===== config.mk =====
export PLATFORM = sky130hd
export DESIGN_NAME = pipelined_sign_mag_adder
export DESIGN_NICKNAME = d
export VERILOG_FILES = /design/src/rtl/pipelined_sign_mag_adder.sv
export SDC_FILE = /design/constraint.sdc
export NUM_CORES = 1
export LEC_CHECK = 0
export BUFFER_PORTS_ARGS = -buffer_cell sky130_fd_sc_hd__buf_2
export CAP_MARGIN = 30
export CORE_MARGIN = 2
export CORE_UTILIZATION = 48
export CTS_BUF_LIST = sky130_fd_sc_hd__clkbuf_8
export CTS_CLUSTER_SIZE = 14
export DETAILED_ROUTE_END_ITERATION = 7
export GPL_TIMING_DRIVEN = 0
export HOLD_SLACK_MARGIN = 0.05
export PLACE_DENSITY = 0.66
export SLEW_MARGIN = 10
export SYNTH_ARGS = -nofsm -noshare
export SYNTH_HDL_FRONTEND = slang
export SYNTH_SLANG_ARGS = --single-unit

===== constraint.sdc =====
create_clock -name clk -period 2.8 [get_ports clk]
set_clock_uncertainty 0.15 [all_clocks]
set_input_delay 0.28 -clock clk [delete_from_list [all_inputs] [get_ports clk]]
set_output_delay 0.28 -clock clk [all_outputs]
set_load 0.01 [all_outputs]

===== src/rtl/pipelined_sign_mag_adder.sv =====
// Pipelined sign-magnitude adder with optional saturation and an overflow
// event counter.
//
// The full sign-magnitude add is resolved in the first stage. The remaining
// STAGES-1 registers carry the result forward. All stages advance together
// on a single global enable, so a stalled output freezes the whole pipe.
//
// Ports
//   clk        : clock, rising edge
//   rst_n      : asynchronous active-low reset
//   in_valid   : operand pair presented
//   in_ready   : pair accepted this cycle (out_ready || !out_valid)
//   in1, in2   : sign-magnitude operands (bit WIDTH-1 = sign)
//   sat_en     : saturate on overflow, sampled with the operands
//   out_valid  : result valid
//   out_ready  : consumer takes the result
//   sum        : sign-magnitude result
//   ovf        : overflow flag, qualified by out_valid
//   ovf_clr    : synchronous clear of ovf_count
//   ovf_count  : saturating count of delivered overflowing results
module pipelined_sign_mag_adder #(
  parameter int WIDTH  = 32,
  parameter int STAGES = 4,
  parameter int CNT_W  = 16
) (
  input  logic             clk,
  input  logic             rst_n,
  input  logic             in_valid,
  output logic             in_ready,
  input  logic [WIDTH-1:0] in1,
  input  logic [WIDTH-1:0] in2,
  input  logic             sat_en,
  output logic             out_valid,
  input  logic             out_ready,
  output logic [WIDTH-1:0] sum,
  output logic             ovf,
  input  logic             ovf_clr,
  output logic [CNT_W-1:0] ovf_count
);

  localparam int MW = WIDTH - 1;

  // Magnitude of a same-sign sum: the carry out of the magnitude field is
  // the overflow; saturation replaces the wrapped bits with all ones.
  function automatic logic [MW-1:0] sat_mag(input logic [WIDTH-1:0] wide,
                                            input logic             sat);
    if (wide[MW] && sat) return '1;
    return wide[MW-1:0];
  endfunction

  // Clear has priority over a counted transfer; the count sticks at max.
  function automatic logic [CNT_W-1:0] cnt_next(input logic [CNT_W-1:0] cnt,
                                                input logic             inc,
                                                input logic             clr);
    if (clr) return '0;
    if (inc && (cnt != '1)) return cnt + CNT_W'(1);
    return cnt;
  endfunction

  logic [MW-1:0]    mag1, mag2, diff, mag_c;
  logic             sgn1, sgn2, sgn_c, a_ge_b, ovf_c;
  logic [WIDTH-1:0] wide_sum, sum_c;

  always_comb begin
    mag1     = in1[MW-1:0];
    mag2     = in2[MW-1:0];
    // A -0 operand behaves as +0, so it never forces a sign decision.
    sgn1     = in1[MW] & (|mag1);
    sgn2     = in2[MW] & (|mag2);
    wide_sum = {1'b0, mag1} + {1'b0, mag2};
    a_ge_b   = (mag1 >= mag2);
    diff     = a_ge_b ? (mag1 - mag2) : (mag2 - mag1);
    ovf_c    = 1'b0;
    mag_c    = diff;
    sgn_c    = a_ge_b ? sgn1 : sgn2;
    if (sgn1 == sgn2) begin
      ovf_c = wide_sum[MW];
      mag_c = sat_mag(wide_sum, sat_en);
      sgn_c = sgn1;
    end
    // Zero magnitude always leaves as +0.
    sum_c = {sgn_c & (|mag_c), mag_c};
  end

  logic [STAGES-1:0] vld_p;
  logic [STAGES-1:0] ovf_p;
  logic [WIDTH-1:0]  sum_p [STAGES];
  logic              advance;

  assign in_ready = out_ready || !out_valid;
  assign advance  = in_ready;

  // Stage 0 captures the resolved result; later stages shift on advance.
  always_ff @(posedge clk or negedge rst_n) begin
    if (!rst_n) begin
      vld_p <= '0;
      ovf_p <= '0;
      for (int i = 0; i < STAGES; i++) sum_p[i] <= '0;
    end else if (advance) begin
      vld_p[0] <= in_valid;
      ovf_p[0] <= ovf_c & in_valid;
      sum_p[0] <= sum_c;
      for (int i = 1; i < STAGES; i++) begin
        vld_p[i] <= vld_p[i-1];
        ovf_p[i] <= ovf_p[i-1];
        sum_p[i] <= sum_p[i-1];
      end
    end
  end

  assign out_valid = vld_p[STAGES-1];
  assign ovf       = ovf_p[STAGES-1];
  assign sum       = sum_p[STAGES-1];

  // Output boundary: count overflowing results as they are delivered.
  always_ff @(posedge clk or negedge rst_n) begin
    if (!rst_n) ovf_count <= '0;
    else        ovf_count <= cnt_next(ovf_count, out_valid && out_ready && ovf, ovf_clr);
  end

endmodule


==> flow_metrics.py, run 1 <==
metrics = {
    "finish": {
        "multi_input_area_um2": 8840,
        "fill_cells": 2154,
        "layout.nets": 1939,
        "diodes": 0,
        "seq_area_um2": 3800,
        "final_util_pct": 65.8,
        "syn_to_final_growth_pct": 34.0,
        "layout-drive-gt1-share_pct": 31.3,
    },
    "timing": {
        "setup_violations": 31,
        "hold_viol": 0,
        "slew-limit-headroom_pct": 51.8,
        "layout_setup_ws_ns": -0.764,
        "rsz0062_at_grt": "yes",
        "tightestPinTransition_ns": 0.717,
        "fmax_mhz": 281,
        "whs_ns": 0.109,
        "fin_crit_sh_pct": 127,
        "maxSlewViolCount": 0,
        "fin_setup_tns_ns": -9.67,
        "period_minus_slack_ns": 3.56,
    },
    "critical_path": {
        "crit_type": "input pin to flop",
        "cp-start-kind": "input pin",
        "critPathRequiredTime_ns": 2.96,
        "arrival_ns": 3.72,
        "worst-path-max-fanout": 10,
        "cp-end-kind": "flop",
    },
    "yosys": {
        "synth_largest_area_cell": "dfrtp_1",
        "synth_flop_cell": "dfrtp_1",
        "synth_cell_types": 87,
        "synth_seq_area_share_pct": 31.7,
        "synth.area.top_cells": "dfrtp_1, nand2_1, ha_1, a21oi_1, nor2_1",
        "syn-num-nets": 1715,
        "yosysWarnings": 0,
        "synth_edf_count": 0,
        "ys_ff_latch": 152,
        "synthArstFlopShare_pct": 100,
        "synth_cells": 1543,
        "synth_top_cell_area_share_pct": 31.7,
        "syn_area_um2": 12000,
        "avgSynthCellArea_um2": 7.77,
    },
    "job": {
        "cap_violations": 0,
    },
    "placement": {
        "hpwlAfterDp_mm": 32.8,
        "globalplace.congestion": 0.988,
        "io_buffers": 119,
    },
    "clock_tree": {
        "cts_buffers": 17,
        "cts.clk_slew.worst_paths_ns": 0.08,
        "clock-sinks": 152,
        "clk_latency_ns": 0.42,
        "cts_buffer_depth": 2,
        "cts_htree_levels": 4,
        "clock-root-buffer": "clkbuf_8",
        "cts_tree": "done",
    },
    "die": {
        "die_height_um": 162,
        "design.die.area_um2": 26200,
        "num_rows": 57,
        "chipWidth_um": 162,
        "core_um2": 24400,
        "top_level_ports": 121,
        "start_util_pct": 49.1,
    },
    "drt": {
        "first_iter_violations": 1049,
        "drc_errors": 0,
        "vias": 12300,
        "vias_per_cell": 5.85,
        "totalWireLength_mm": 43.1,
        "ant_nets": 0,
        "wl_per_cell_um": 20.5,
        "dr.pass1.iters": 6,
    },
    "grt": {
        "grt_usage_pct": 31.8,
        "grt.overflow.total": 0,
        "grt_pass1_wl_mm": 65.2,
        "grt_max_degree": 93,
        "grt_pass1_vias": 11600,
        "antenna_found_initial": 0,
    },
    "status": {
        "violations": "negative setup slack",
        "status": "complete, but fails checks",
    },
    "power_and_ir_drop": {
        "ir_worst_vdd_mv": 0.473,
        "powerDensity_nw_per_um2": 636,
        "p_leak_nw": 7.40,
    },
    "hold_path": {
        "hold_path_class": "input pin to flop",
    },
}
## registers in the layout, indices dropped and copies added, names as in the netlist
signal	flops
ovf_count	16
vld_p	4
ovf_p	4
sum	32
sum_p	96
## routing by layer
| layer | up-vias | global-route usage [%] | wire (um) |
|---|---|---|---|
| li1 | 5753 | - | - |
| met1 | 5842 | 41.6 | 18200 |
| met2 | 579 | 52.4 | 19900 |
| met3 | 144 | 4.39 | 2800 |
| met4 | 0 | 15.0 | 2210 |
| met5 | - | 0 | 0 |
## final timing paths
| kind | endpoint | from | slack (ns) | cells past startpoint |
|---|---|---|---|---|
| worst max-delay path | sum_p[127]$_DFFE_PN0P_ | in2[29] | -0.76 | 13 |
| worst min register to register | sum_p[72]$_DFFE_PN0P_ | sum_p[72]$_DFFE_PN0P_ | 0.32 | 2 |
| worst min-delay path | sum_p[96]$_DFFE_PN0P_ | sat_en | 0.11 | 3 |
| worst max register to register | ovf_count[13]$_DFFE_PN0P_ | ovf_count[8]$_DFFE_PN0P_ | 0.28 | 10 |
| min in group asynchronous | ovf_count[10]$_DFFE_PN0P_ | rst_n | 0.23 | 2 |
| max in group asynchronous | sum_p[81]$_DFFE_PN0P_ | rst_n | 1.48 | 3 |
## critical path, cell delays in order
cell and delay (ns):
buf_2 0.14, nor4_2 0.55, nand4_1 0.24, o21ai_4 0.32, xor2_4 0.33, clkbuf_4 0.36
buf_2 0.37, nand2_1 0.11, a32oi_2 0.30, nand4_1 0.21, nor3_2 0.21, and4_1 0.21
a31oi_1 0.08
## cell type report
cell class / instances / area share, %
Multi-Input combinational cell: 1187 / 55.1
Sequential cell: 152 / 23.7
Timing Repair Buffer: 208 / 8.93
Buffer: 105 / 4.82
Tap cell: 324 / 2.53
Inverter: 96 / 2.41
Clock buffer: 18 / 1.54
Clock inverter: 14 / 0.982
## power by group
part	leakage, nW	switching, mW	internal (mW)
Combinational	5.36	2.82	2.07
Clock	0.207	0.793	0.897
Sequential	1.84	0.510	3.13
Total	7.40	4.12	6.09
## timing repair
item                                   in CTS  in global routing
setup endpoints to repair                  38                 40
endpoints found under the hold margin      67                  0
buffers inserted                           53                 30
hold buffers                                3                  0
pin swaps                                  54                 57
gates resized for setup                   185                153
gates cloned                                3                  0
## cell usage in the layout, fill, tap and decap left out, types with 7 or more instances in the layout
cell type,n
o21ai_0,35
mux2i_1,14
a21oi_1,83
nor4_2,12
or2_2,7
buf_1,8
nor4_1,8
ha_4,26
o211ai_1,7
inv_2,15
nor2b_1,10
xnor2_1,10
buf_6,37
o21bai_1,18
a221oi_2,8
clkbuf_1,28
a21o_1,21
and2_1,7
nor2_1,119
a21oi_2,25
xor2_1,10
nand2b_1,10
o21ai_1,8
ha_1,71
nand4_1,22
inv_1,74
a31oi_1,9
buf_2,106
nand2_1,372
buf_4,114
clkbuf_8,18
nand3_1,24
o31ai_1,14
buf_8,7
a21oi_4,13
nor3_1,14
dfrtp_1,152
o21ai_2,8
o21a_1,7
## cells in the mapped netlist, drive strengths merged (6+ instances only)
| cell | count |
|---|---|
| ha | 99 |
| o211ai | 7 |
| or3 | 7 |
| a21oi | 121 |
| nor2 | 128 |
| buf | 74 |
| o22ai | 6 |
| nand2 | 375 |
| a2bb2oi | 10 |
| a211oi | 11 |
| nor3 | 19 |
| dfrtp | 152 |
| nor4 | 23 |
| inv | 95 |
| and2 | 8 |
| a221oi | 15 |
| a21o | 21 |
| nand3 | 32 |
| clkbuf | 35 |
| nor2b | 13 |
| nand4 | 24 |
| xnor2 | 11 |
| or2 | 9 |
| and3 | 6 |
| mux2 | 6 |
| a31oi | 14 |
| o21a | 7 |
| nand2b | 11 |
| o21bai | 19 |
| mux2i | 21 |
| o31ai | 23 |
| o221ai | 9 |
| xor2 | 11 |
| o21ai | 54 |
## through the flow
stage | instance area (um^2) | power, mW | worst slack, ns | std cells
floorplan | 12400 | 6.35 | -0.441 | 1543
global placement | 13400 | 7.62 | -1.72 | 1986
detailed placement | 13500 | 7.72 | -1.78 | 1988
CTS | 15200 | 9.84 | -0.540 | 2076
global route | 16100 | 10.9 | -0.804 | 2104
finish | 16100 | 10.2 | -0.764 | 2104
## cells by family (layout without fill, tap and decap cells)
family	count (synthesis)	in the layout	share of synthesized area, %
AO/OA/AOI/OAI	371	372	21.0
adder cells (fa/ha/maj)	102	102	10.8
multiplexers	27	27	2.35
flip-flops	152	152	31.7
AND/OR/NAND/NOR	664	664	24.4
buffers and inverters	205	441	8.02
XOR/XNOR	22	22	1.61
(Power assumes the default switching activity.)
==> run 2: changes to the inputs <==
--- a/config.mk
+++ b/config.mk
@@ -5,6 +5,7 @@
 export SDC_FILE = /design/constraint.sdc
 export NUM_CORES = 1
 export LEC_CHECK = 0
+export ABC_AREA = 1
 export BUFFER_PORTS_ARGS = -buffer_cell sky130_fd_sc_hd__buf_2
 export CAP_MARGIN = 30
 export CORE_MARGIN = 2
@@ -14,7 +15,7 @@
 export DETAILED_ROUTE_END_ITERATION = 7
 export GPL_TIMING_DRIVEN = 0
 export HOLD_SLACK_MARGIN = 0.05
-export PLACE_DENSITY = 0.66
+export PLACE_DENSITY = 0.65
 export SLEW_MARGIN = 10
 export SYNTH_ARGS = -nofsm -noshare
 export SYNTH_HDL_FRONTEND = slang
==> run 2 against run 1 <==
Compared with the run above:
- the run now ends clean
- final cell count increased by 39%
- largest power group unchanged
- clock-buffer cell count decreased by 1
- flip-flop and latch count unchanged
- cell area increased by 1.2%
==> flow_metrics.py, run 2 <==
metrics = {
    "status": {
        "status": "finished, final reports clean",
    },
    "clock_tree": {
        "cts_buffer_depth": 2,
        "cts_htree_levels": 4,
        "cts_buffers": 17,
        "clk_latency_ns": 0.44,
        "cts_tree": "done",
        "cts.clk_slew.worst_paths_ns": 0.08,
        "clock-root-buffer": "clkbuf_8",
        "clock-sinks": 152,
    },
    "critical_path": {
        "cp_top_family": "simple AND/OR/NAND/NOR gates",
        "critPathRequiredTime_ns": 2.98,
        "crit_end": "sum_p[127]$_DFFE_PN0P_",
        "reg2reg_depth": 14,
        "arrival_ns": 2.94,
        "cpPeakStageDelay_ns": 0.30,
        "path_cells": "buf_2 > inv_1 > ha_1 > buf_6 > nand2_4 > inv_2 > nand2_1 > nand2_1 > a21oi_2 > nand2_2 > nor2_8 > nand2_8 > buf_6 > nand2_1 > nand3_1 > a21oi_2 > nand2_1 > nor2_1 > nand2_1 > nor2_1 > nand3_1 > nand2_1 > nand2_1",
        "crit_top_cell": "nand2_1",
        "r2r_start": "ovf_count[0]$_DFFE_PN0P_",
        "worst_path_max_delay_cell": "ha_1",
        "crit_type": "input pin to flop",
        "cp-start-kind": "input pin",
        "cp-end-kind": "flop",
        "crit_cells": 23,
        "worstSetupStartpoint": "in1[25]",
        "r2r_slack_ns": 0.26,
        "crit_buf_inv": 5,
        "worst-path-max-fanout": 10,
        "worst_r2r_endpoint": "ovf_count[13]$_DFFE_PN0P_",
    },
    "die": {
        "chipWidth_um": 177,
        "design.die.area_um2": 31300,
        "die_height_um": 177,
        "core_um2": 29600,
        "start_util_pct": 48.6,
        "top_level_ports": 121,
        "num_rows": 63,
    },
    "finish": {
        "largest-register": "sum_p",
        "largest_register_ff_count": 96,
        "diodes": 0,
        "final_util_pct": 54.9,
        "layout_common_cells": "nand2_1, inv_1, nor2_1",
        "final_cells": 2933,
        "layout-drive-gt1-share_pct": 13.3,
        "syn_to_final_growth_pct": 13.1,
        "final_common_cell": "nand2_1",
        "layout.nets": 2703,
    },
    "yosys": {
        "synth_cells": 2379,
        "synth_cell_types": 43,
        "syn_area_um2": 14400,
        "synth_flop_cell": "dfrtp_1",
        "synth_top_cell_area_share_pct": 26.5,
        "synth_edf_count": 0,
        "ys_ff_latch": 152,
        "synth.area.top_cells": "dfrtp_1, nand2_1, inv_1, ha_1, nor2_1",
        "synthArstFlopShare_pct": 100,
        "yosysMostFrequentCell": "nand2_1",
        "synth_largest_area_cell": "dfrtp_1",
        "syn-num-nets": 2551,
        "avgSynthCellArea_um2": 6.04,
        "synth_seq_area_share_pct": 26.5,
        "synth_common_cells": "nand2_1, inv_1, nor2_1",
        "yosysWarnings": 0,
    },
    "placement": {
        "globalplace.congestion": 0.979,
        "place_inst": 2890,
        "io_buffers": 120,
        "hpwlAfterDp_mm": 39.6,
    },
    "power_and_ir_drop": {
        "net-switching-power_mw": 3.94,
        "swShare_pct": 40.8,
        "p_int_mw": 5.73,
        "clockPowerShare_pct": 19.1,
        "finalPower_mw": 9.67,
        "p_comb_share_pct": 44.5,
        "seq_power_share_pct": 36.4,
        "powerDensity_nw_per_um2": 595,
        "ir_worst_vdd_mv": 0.309,
        "p_leak_nw": 9.42,
    },
    "drt": {
        "wl_per_cell_um": 16.2,
        "vias_per_cell": 4.97,
        "drc_errors": 0,
        "vias": 14600,
        "dr.pass1.iters": 8,
        "ant_nets": 0,
        "totalWireLength_mm": 47.5,
        "first_iter_violations": 1147,
    },
    "timing": {
        "slew-limit-headroom_pct": 60.6,
        "fin_setup_tns_ns": 0,
        "setup_violations": 0,
        "fin_crit_sh_pct": 98.6,
        "period_minus_slack_ns": 2.76,
        "tightestPinTransition_ns": 0.590,
        "hold_viol": 0,
        "fmax_mhz": 362,
        "rsz0062_at_grt": "yes",
        "maxSlewViolCount": 0,
    },
    "grt": {
        "antenna_found_initial": 0,
        "global_route.usage.met1_pct": 39.7,
        "grt_pass1_wl_mm": 73.9,
        "use_met3_pct": 2.71,
        "grt_max_degree": 80,
        "grt_usage_pct": 30.7,
        "grt.overflow.total": 0,
        "use_met2_pct": 53.3,
        "busiest_layer": "met2",
        "grt_pass1_vias": 13800,
    },
    "hold_path": {
        "hold_path_class": "input pin to flop",
    },
    "job": {
        "cap_violations": 0,
    },
}
run 2: kinds of logic (layout without fill, tap and decap cells):
family / after synthesis / count (layout) / synth area share [%]
xor+xnor: 32 / 32 / 1.95
buf+inv: 503 / 667 / 15.1
compound gates: 208 / 208 / 7.93
flops: 152 / 152 / 26.5
simple gates: 1382 / 1382 / 39.5
fa+ha+maj: 102 / 102 / 9.05
run 2: final cells by class:
type / count / area [um^2]
repair buffers: 134 / 748
fillers: 3122 / 13300
inverters: 398 / 1500
well taps: 390 / 488
clock inverters: 14 / 208
plain buffers: 104 / 723
flip-flops and latches: 152 / 3800
clock buffers: 17 / 234
multi-input cells: 1724 / 8530
run 2: per-layer routing:
metal  part of all wire [%]  vias to the layer above
met2                     48                      453
met3                    4.9                       63
li1                       -                     7499
met4                    3.3                        0
met5                      0                        -
met1                     44                     6551
run 2: worst min-delay path by stage:
stage                                 startpoint                  endpoint  slack, ns  cells past startpoint
after CTS                                in1[31]    sum_p[127]$_DFFE_PN0P_       0.15                      5
after global placement    sum_p[109]$_DFFE_PN0P_     sum_p[77]$_DFFE_PN0P_       0.30                      2
after floorplan                            rst_n  ovf_count[0]$_DFFE_PN0P_      -0.17                      0
final                                    in1[31]    sum_p[127]$_DFFE_PN0P_       0.20                      5
after global routing                     in1[31]    sum_p[127]$_DFFE_PN0P_       0.19                      5
after detailed placement                   rst_n       sum[10]$_DFFE_PN0P_       0.15                      1
run 2: timing repair:
item	in CTS	in global routing
setup endpoints to repair	11	5
hold buffers	4	0
resized for setup	8	53
pin swaps	0	4
endpoints found under the hold margin	85	0
buffers inserted	0	9
run 2: worst min-delay path, delay by kind of cell:
| family | cells | cell delay, ns |
|---|---|---|
| buf+inv | 1 | 0.11 |
| compound gates | 2 | 0.24 |
| simple gates | 2 | 0.12 |
run 2: power by group through the flow:
stage,registers (mW),clock network (mW),logic (mW)
final,3.52,1.85,4.30
after CTS,3.52,1.88,4.23
after global routing,3.63,1.98,4.86
after floorplan,3.45,0,2.90
after detailed placement,3.56,0,4.19
after global placement,3.53,0,4.12
run 2: per-stage QoR:
stage	area, um^2	worst slack (ns)	hold slack (ns)
floorplan	14400	0.313	-0.166
global placement	15400	-1.20	0.300
detailed placement	15500	-1.16	0.148
CTS	16000	0.0104	0.147
global route	16200	-0.0505	0.191
finish	16200	0.0406	0.196
==> run 3: changes to the inputs <==
--- a/config.mk
+++ b/config.mk
@@ -8,14 +8,15 @@
 export ABC_AREA = 1
 export BUFFER_PORTS_ARGS = -buffer_cell sky130_fd_sc_hd__buf_2
 export CAP_MARGIN = 30
+export CORE_ASPECT_RATIO = 0.8
 export CORE_MARGIN = 2
-export CORE_UTILIZATION = 48
+export CORE_UTILIZATION = 35
 export CTS_BUF_LIST = sky130_fd_sc_hd__clkbuf_8
 export CTS_CLUSTER_SIZE = 14
 export DETAILED_ROUTE_END_ITERATION = 7
 export GPL_TIMING_DRIVEN = 0
 export HOLD_SLACK_MARGIN = 0.05
-export PLACE_DENSITY = 0.65
+export PLACE_DENSITY = 0.5
 export SLEW_MARGIN = 10
 export SYNTH_ARGS = -nofsm -noshare
 export SYNTH_HDL_FRONTEND = slang
==> run 3 against run 2 <==
Compared with the run above:
- register-to-register slack worse by 0.08 ns
- total power is 1.9% higher
- sequential share of layout area is 1.5 points lower
- combinational power is 9.3% higher
- utilization is 12 points lower
- global-route usage is 5.4 points lower
- final cell count is 6.6% higher
- critical path type unchanged
- largest power group unchanged
==> flow_metrics.py, run 3 (synthesis gave the netlist of run 2 again) <==
metrics = {
    "status": {
        "status": "finished, final reports clean",
    },
    "power_and_ir_drop": {
        "powerDensity_nw_per_um2": 568,
        "p_leak_nw": 9.75,
        "finalPower_mw": 9.85,
        "ir_worst_vdd_mv": 0.286,
    },
    "clock_tree": {
        "cts_tree": "done",
        "cts_htree_levels": 4,
        "clock-sinks": 152,
        "cts.clk_slew.worst_paths_ns": 0.09,
        "cts_buffers": 17,
        "clk_latency_ns": 0.46,
        "clock-root-buffer": "clkbuf_8",
        "cts_buffer_depth": 2,
    },
    "timing": {
        "fin_crit_sh_pct": 99.6,
        "whs_ns": 0.152,
        "fmax_mhz": 359,
        "maxSlewViolCount": 0,
        "tightestPinTransition_ns": 0.701,
        "rsz0062_at_grt": "yes",
        "setup_violations": 0,
        "hold_viol": 0,
        "period_minus_slack_ns": 2.79,
        "slew-limit-headroom_pct": 53.3,
        "layout_setup_ws_ns": 0.0110,
    },
    "finish": {
        "layout-drive-gt1-share_pct": 18.0,
        "final_util_pct": 42.8,
        "largest-register": "sum_p",
        "largest_register_ff_count": 96,
        "fin_area_um2": 17300,
        "layout_common_cells": "nand2_1, inv_1, nor2_1",
        "final_common_cell": "nand2_1",
        "syn_to_final_growth_pct": 20.8,
        "layout.nets": 2742,
    },
    "critical_path": {
        "worst_path_max_delay_cell": "ha_1",
        "critPathRequiredTime_ns": 2.99,
        "r2r_start": "ovf_count[0]$_DFFE_PN0P_",
        "worst_r2r_endpoint": "ovf_count[14]$_DFFE_PN0P_",
        "worst-path-max-fanout": 9,
        "crit_type": "input pin to flop",
        "cp-end-kind": "flop",
        "crit_buf_inv": 5,
        "r2r_slack_ns": 0.18,
        "cp_top_family": "simple AND/OR/NAND/NOR gates",
        "crit_top_cell": "nand2_1",
        "arrival_ns": 2.98,
        "cp-start-kind": "input pin",
        "path_cells": "buf_2 > inv_1 > ha_1 > buf_6 > inv_2 > a21oi_4 > nand2_2 > a21oi_4 > nand2_4 > nand2_2 > nand2_4 > nand2_8 > buf_12 > nor2_1 > a21oi_2 > nand2_1 > nor2_1 > nand2_1 > nor2_2 > nand3_1 > nand2_1 > nand2_1",
        "reg2reg_depth": 13,
        "cpPeakStageDelay_ns": 0.29,
    },
    "drt": {
        "vias_per_cell": 4.84,
        "totalWireLength_mm": 54.8,
        "dr.pass1.iters": 7,
        "vias": 15100,
        "first_iter_violations": 1236,
        "ant_nets": 0,
        "wl_per_cell_um": 17.5,
        "drc_errors": 0,
    },
    "placement": {
        "io_buffers": 120,
        "hpwlAfterDp_mm": 44.9,
        "place_area_um2": 15700,
        "dpl_worst_slack_ns": -1.48,
        "globalplace.congestion": 0.981,
    },
    "grt": {
        "grt_pass1_wl_mm": 81.2,
        "antenna_found_initial": 1,
        "grt_max_degree": 107,
        "grt.overflow.total": 0,
        "grt_usage_pct": 25.3,
        "grt_pass1_vias": 13700,
    },
    "die": {
        "chipWidth_um": 230,
        "core_um2": 40500,
        "top_level_ports": 121,
        "start_util_pct": 35.4,
        "num_rows": 66,
        "design.die.area_um2": 42700,
        "die_height_um": 185,
    },
    "hold_path": {
        "hold_path_class": "input pin to asynchronous set/reset pin",
    },
    "job": {
        "cap_violations": 0,
    },
}
run 3: changes by cell type in the layout (fill, tap and decap cells not counted), moves of 7 or more:
cell	before	now
a21oi_1	60	53
nor2_1	182	171
buf_4	61	81
ha_1	95	86
ha_4	1	12
nand2_2	25	54
inv_1	374	366
buf_6	16	26
nand2_1	949	911
nand2_4	6	14
nor2_4	9	18
inv_2	20	27
run 3: final cells by class:
type                            count  area, um^2
Fill cell                        4488       23200
Multi-Input combinational cell   1724        9050
Sequential cell                   152        3800
Inverter                          398        1500
Timing Repair Buffer              173        1080
Buffer                            104         847
Tap cell                          544         681
Clock buffer                       18         248
Clock inverter                     14         128
Antenna cell                        1        2.50
run 3: layer usage:
layer | vias to the layer above | part of all wire [%] | track usage (%)
met2 | 403 | 40 | 36.6
met5 | - | 0 | 0
met1 | 7077 | 52 | 39.4
met3 | 51 | 6.6 | 3.83
met4 | 0 | 1.9 | 4.83
li1 | 7596 | - | -
run 3: per-stage QoR:
step           TNS [ns]  cells
2_1_floorplan         0   2379
3_3_place_gp    -181.08   3043
3_5_place_dp     -24.57   3044
4_1_cts               0   3085
5_1_grt         -0.0974   3127
6_report              0   3128
run 3: timing repair:
item | CTS | global route
pin swaps | 3 | 45
hold buffers | 4 | 0
hold endpoints to repair | 162 | 0
setup endpoints to repair | 32 | 5
resized for setup | 32 | 191
setup buffers | 6 | 38
gates cloned | 0 | 4
run 3: power breakdown:
| group | switching [mW] | internal, mW | leakage (nW) |
|---|---|---|---|
| clock network | 0.876 | 0.730 | 0.187 |
| registers | 0.454 | 3.09 | 1.89 |
| logic | 2.95 | 1.75 | 7.68 |
| total | 4.28 | 5.57 | 9.75 |
run 3: worst max-delay path by stage:
stage | slack (ns) | cells past startpoint | to | from
2_1_floorplan | 0.31 | 20 | sum_p[127]$_DFFE_PN0P_ | in1[20]
3_3_place_gp | -1.47 | 18 | sum_p[127]$_DFFE_PN0P_ | in1[1]
3_5_place_dp | -1.48 | 18 | sum_p[127]$_DFFE_PN0P_ | in1[1]
4_1_cts | 0.002 | 26 | sum_p[127]$_DFFE_PN0P_ | in1[24]
5_1_grt | -0.05 | 24 | sum_p[127]$_DFFE_PN0P_ | in1[24]
6_report | 0.01 | 22 | sum_p[127]$_DFFE_PN0P_ | in1[10]
